## config.mk

```make
export PLATFORM = sky130hd
export DESIGN_NAME = arbitro_rr
export DESIGN_NICKNAME = d
export VERILOG_FILES = /design/src/rtl/arbitro_rr.sv
export SDC_FILE = /design/constraint.sdc
export NUM_CORES = 1
export LEC_CHECK = 0
export CAP_MARGIN = 15
export CORE_MARGIN = 1.5
export CORE_UTILIZATION = 46
export CTS_CLUSTER_DIAMETER = 150
export DETAILED_ROUTE_END_ITERATION = 8
export PLACE_DENSITY_LB_ADDON = 0.05
export SETUP_SLACK_MARGIN = 0.1
export SLEW_MARGIN = 20
export SYNTH_ARGS = -nofsm -noshare
export SYNTH_HDL_FRONTEND = slang
export SYNTH_SLANG_ARGS = --single-unit
```

## constraint.sdc

```tcl
create_clock -name clk -period 3.06 [get_ports clk]
set_clock_uncertainty 0.05 [all_clocks]
set_input_delay 0.612 -clock clk [delete_from_list [all_inputs] [get_ports clk]]
set_output_delay 0.612 -clock clk [all_outputs]
set_load 0.01 [all_outputs]
```

## src/rtl/arbitro_rr.sv

```systemverilog
// arbitro_rr: round-robin grant of input FIFOs 0-3 onto output FIFOs 4-7 with burst limit and almost-full gating.
// Optional transfer counter output xfer_count when ARB_STATS_EN is defined.
module arbitro_rr #(
  parameter int BURST = 4
) (
  input  logic       clk,
  input  logic       reset,
  input  logic [3:0] fifo_empty,
  input  logic [3:0] out_almost_full,
  input  logic [1:0] dest,
  output logic [1:0] demux0,
  output logic [3:0] pop,
  output logic [3:0] push,
  output logic       active
`ifdef ARB_STATS_EN
  ,
  output logic [15:0] xfer_count
`endif
);
  typedef enum logic {IDLE, SERVE} state_t;
  state_t r_state, w_state_nxt;
  logic [1:0] r_demux0, w_pick;
  logic [3:0] r_burst_cnt;
  logic w_any, w_xfer, w_last;
  assign w_any  = ~&fifo_empty;
  assign w_xfer = !reset && r_state == SERVE && !fifo_empty[r_demux0] && !out_almost_full[dest];
  assign w_last = w_xfer && r_burst_cnt == 4'(BURST - 1);
  // Scan downward so the candidate nearest to demux0+1 wins; demux0 itself is last.
  always_comb begin
    w_pick = r_demux0;
    for (int k = 4; k >= 1; k--)
      if (!fifo_empty[r_demux0 + 2'(k)]) w_pick = r_demux0 + 2'(k);
  end
  always_ff @(posedge clk)
    if (reset) r_state <= IDLE;
    else r_state <= w_state_nxt;
  always_comb
    w_state_nxt = r_state == IDLE ? (w_any ? SERVE : IDLE)
                                  : ((fifo_empty[r_demux0] || w_last) ? IDLE : SERVE);
  always_ff @(posedge clk)
    if (reset) begin
      r_demux0    <= 2'b11;
      r_burst_cnt <= '0;
    end else begin
      if (r_state == IDLE && w_any) r_demux0 <= w_pick;
      r_burst_cnt <= (r_state == IDLE || w_state_nxt == IDLE) ? '0 : r_burst_cnt + 4'(w_xfer);
    end
  always_comb begin
    pop    = w_xfer ? 4'b0001 << r_demux0 : 4'b0000;
    push   = w_xfer ? 4'b0001 << dest : 4'b0000;
    active = r_state == SERVE;
  end
  assign demux0 = r_demux0;
`ifdef ARB_STATS_EN
  logic [15:0] r_xfer_count;
  always_ff @(posedge clk)
    if (reset) r_xfer_count <= '0;
    else if (w_xfer && r_xfer_count != 16'hFFFF) r_xfer_count <= r_xfer_count + 16'd1;
  assign xfer_count = r_xfer_count;
`endif
endmodule

```

# ---- After elaboration in Yosys (flattened, before gate mapping)
# Index checks and enable logic that the tools add are counted.
dict set report word_totals {
  reg_bits 7
  input_bits 12
  wordCells 50
}
dict set report op_classes {
  add_sub_neg 4
  n_lt_le_gt_ge 5
  eq_ne 2
  n_shift 2
  muxes 18
  n_bitwise 2
  n_reduce_logical 14
}
# cell count
set op_table {}
lappend op_table {{$lt 2x3->1 const B} 5}
lappend op_table {{$bmux 1 s2} 5}
lappend op_table {{$mux 1} 8}
lappend op_table {{$mux 4} 2}
lappend op_table {{$shl 1x2->4 const A} 2}
lappend op_table {{$mux 2} 3}
lappend op_table {{$logic_and 1x1->1} 5}
lappend op_table {{$add 2x2->2 const B} 2}
lappend op_table {{$add 4x1->4} 1}
lappend op_table {{$eq 4x2->1 const B} 1}
lappend op_table {{$logic_not 1->1} 4}
lappend op_table {{$reduce_and 4->1} 1}
lappend op_table {{$ne 3x3->1 const B} 1}
lappend op_table {{$add 2x1->2 const B} 1}
lappend op_table {{$logic_or 1x1->1} 2}
lappend op_table {{$not 1->1} 2}
lappend op_table {{$reduce_and 2->1} 1}
lappend op_table {{$reduce_or 2->1} 1}

# ---- Logic depth before layout (Yosys ltp)
dict set report depth {
  ltp_word 12
  depth_mapped 7
  mapped_depth_nobuf 6
}

# ---- Least setup slack after synthesis
# Ideal clock, no wire load.
dict set report synth_timing {
  path_type {input-to-output}
  from {input fifo_empty[2]}
  to {output push[0]}
  arrival_ns 1.866
  required_ns 2.398
  setup_slack_ns 0.532
  stages 4
  path_cell_list {buf_2 -> mux4_2 -> nor4b_4 -> nor3b_2}
}
dict set report synth_between {
  elab_chain_cells 6
}
# element line
set synth_lines {}
lappend synth_lines {{from (decl)} 8} ;# input logic [3:0] fifo_empty,
lappend synth_lines {{$bmux 1 s2} 26} ;# assign w_xfer = !reset && r_state == SERVE && !fifo_empty[r_demux0] && !out_almost_full[dest];
lappend synth_lines {{$mux 1 (not written as such)} 26}
lappend synth_lines {{$logic_not 1->1} 26}
lappend synth_lines {{$logic_and 1x1->1 (2 in a row)} 26}
lappend synth_lines {{$mux 4} 50} ;# push = w_xfer ? 4'b0001 << dest : 4'b0000;
lappend synth_lines {{to (decl)} 13} ;# output logic [3:0] push,
# Every way passes these cells. The select of a mux whose other input is x is not followed.

# ---- Worst setup path after layout
dict set report layout_timing {
  from {input out_almost_full[1]}
  to {output push[0]}
}
dict set report layout_between {
  elab_chain_cells 5
}
# element line
set layout_lines {}
lappend layout_lines {{from (decl)} 9} ;# input logic [3:0] out_almost_full,
lappend layout_lines {{$bmux 1 s2} 26}
lappend layout_lines {{$mux 1 (not written as such)} 26}
lappend layout_lines {{$logic_not 1->1} 26}
lappend layout_lines {{$logic_and 1x1->1} 26}
lappend layout_lines {{$mux 4} 50}
# Every way passes these cells. The select of a mux whose other input is x is not followed.

==> flow_summary.yaml <==
status:
  outcome: "finished, final reports clean"
logic_synthesis:
  synth.area.top_cells: "dfxtp_1 22%, ha_1 12%, mux4_2 7.1%"
  seq_area_frac_synth_pct: 22.00
  synth_fa_ha_area_share_pct: 11.79
  synth_edf_count: 0
  yosys.area_share.simple_pct: 25.15
  netlist_area_um2: 636.9
  syn-num-nets: 88
  synth-main-ff-cell: "dfxtp_1"
  muxShareOfSynthArea_pct: 16.90
  synth_top_area_share_pct: 22.00
  synth_compound_area_share_pct: 14.54
  yosysUniqueCellTypes: 32
  yosysWarnings: 0
  synth_top_cell_by_area: "dfxtp_1"
  async_flop_share_pct: 0
  syn-mean-instance-area_um2: 9.098
  ys_ff_latch: 7
  yosysMostFrequentCell: "nor2_1"
  netlist_instances: 70
  synth_top_family_by_area: "simple AND/OR/NAND/NOR gates"
  synth.cells.most_frequent: "8 x nor2_1, 7 x dfxtp_1, 6 x ha_1"
  synth_xor_area_share_pct: 2.750
critical_path:
  reg2reg_slack_ns: 0.93
  path_cells: "clkdlybuf4s50_1 -> mux4_2 -> nor4b_4 -> buf_4 -> nor3b_2 -> buf_2"
  cp_top_family: "buffers and inverters"
  endpoint_kind: "output pin"
  worstPathArrival_ns: 2.25
  cp_max_fo: 5
  crit_type: "in2out"
  crit_buf_inv: 3
  max_stage_delay_ns: 0.49
  cp-start-kind: "input pin"
  crit_required_ns: 2.40
  crit_path_top_delay_cell: "mux4_2"
timing:
  finalSetupViolCount: 0
  maxSlewHeadroom_pct: 68.41
  period_minus_slack_ns: 2.910
  finalSetupTns_ns: 0
  worst_slew_pin_slew_ns: 0.4689
  report.final.slew_viol_count: 0
  rsz0062_at_grt: "no"
  post-route-period-util_pct: 95.08
  setup_ws_ns: 0.1504
  max_freq_mhz: 343.7
  hold_viol_final: 0
power:
  power_leakage_nw: 0.4972
  ir_worst_vdd_uv: 334.0
  p_total_uw: 404.4
  power_density_mw_per_mm2: 429.8
grt:
  grt_max_degree: 11
  grt_pass1_wl_mm: 2.118
  antenna_found_initial: 0
  grt-ovfl-total: 0
  grt_pass1_vias: 510
  track_usage_pct: 19.79
cts:
  clockBufferDepth: 2
  h-tree-depth: 1
  tritoncts: "built"
  worstSkewPairLatency_ns: 0.25
  clockRootBuffer: "clkbuf_4"
  cts_buffers: 3
  cts_sinks: 7
  clk_pin_slew_ns: 0.05
  ctsHoldBuffers: 0
placement:
  post-place-ws_ns: -0.4146
  portBuffers: 22
  place_congestion: 0.8055
  placed_area_um2: 933.4
  place_hpwl_mm: 1.170
floorplan:
  die_w_um: 40.21
  ioPinCount: 23
  design.core.area_mm2: 0.001301
  rows: 13
  die_h_um: 40.21
  dieArea_mm2: 0.001617
  start_util_pct: 48.94
cells_and_area:
  final_nets: 123
  antenna_cells: 0
  design_area_um2: 940.9
  post-route-util_pct: 72.31
  regArea_um2: 140.1
  fillerInstances: 118
  multi_input_area_um2: 457.9
  drive_gt1_share_pct: 34.62
  area_delta_synth_final_pct: 47.74
detailed_routing:
  wl_mm: 1.497
  remaining_drc_errors: 0
  drtIter0Drc: 6
  dr.pass1.iters: 3
  drtAntennaViolNets: 0
  viasPerCell: 5.210
  routedWlPerCell_um: 12.58
  vias: 620
worst_hold_path:
  hold_class: "reg2reg"
job:
  max_cap_violations: 0
## what timing repair did
item,in CTS,in global routing
endpoints found under the setup margin,8,6
pin swaps,1,3
gates resized for setup,35,7
buffers inserted,0,1
## stage by stage
stage                     std cells  hold slack [ns]
after detailed placement        114           0.4576
final                           119           0.4728
after floorplan                  70           0.4222
after global routing            119           0.4916
after global placement          114           0.4410
after CTS                       118           0.4730
## report_power, final
| part | internal, mW | total (mW) | switching (mW) |
|---|---|---|---|
| Combinational | 0.108 | 0.205 | 0.0971 |
| Clock | 0.0499 | 0.0867 | 0.0367 |
| Sequential | 0.102 | 0.113 | 0.0109 |
| Total | 0.260 | 0.404 | 0.145 |
## layout make-up
cell class / instances / share of cell area, %
multi-input combinational: 54 / 48.67
timing repair buffer: 34 / 29.65
sequential: 7 / 14.89
clock buffer: 4 / 2.793
inverter: 5 / 1.995
tap: 15 / 1.995
## state kept, by name, summed over array words and instances (netlist names)
register / cells
r_burst_cnt: 4
active: 1
demux0: 2
## worst reg2reg max path, cell delays in order (launching register included)
cell and delay [ns]:
dfxtp_1 0.37, mux4_2 0.57, nor4b_4 0.25, buf_4 0.17
buf_4 0.10, ha_1 0.16, ha_1 0.17, xnor2_1 0.12
nor2_1 0.05
## metal layers
metal / wire length [um] / global-route usage (%) / up-vias
li1: - / - / 319
met1: 699 / 22.85 / 279
met2: 712 / 35.48 / 20
met3: 77 / 5.556 / 2
met4: 8 / 5.000 / 0
met5: 0 / 0 / -
## cells in the final DEF (no fill, tap or decap), types with 3 or more instances in the layout
master	n
clkdlybuf4s50_1	6
nor2_1	7
ha_1	6
buf_4	12
mux2i_1	4
and2_2	4
nand2_1	4
inv_1	5
o21ai_0	3
dlymetal6s2s_1	5
dfxtp_1	7
buf_2	8
dlygate4sd2_1	3
clkbuf_4	3
## path summary, 6_finish.rpt
path | startpoint | to | cells past startpoint
min reg2reg | r_burst_cnt[3]$_SDFF_PP0_ | r_burst_cnt[3]$_SDFF_PP0_ | 2
max | out_almost_full[1] | push[0] | 6
max reg2reg | demux0[0]$_SDFFE_PP1P_ | r_burst_cnt[2]$_SDFF_PP0_ | 8
min | r_burst_cnt[3]$_SDFF_PP0_ | r_burst_cnt[3]$_SDFF_PP0_ | 2
## logic make-up (layout without fill, tap and decap cells)
group / after synthesis / count (layout)
buffers and inverters: 9 / 43
flip-flops: 7 / 7
multiplexers: 8 / 8
AND/OR/NAND/NOR: 25 / 25
XOR/XNOR: 2 / 2
AO/OA/AOI/OAI: 13 / 13
adder cells (fa/ha/maj): 6 / 6
Power figures use the tool's default switching activity.
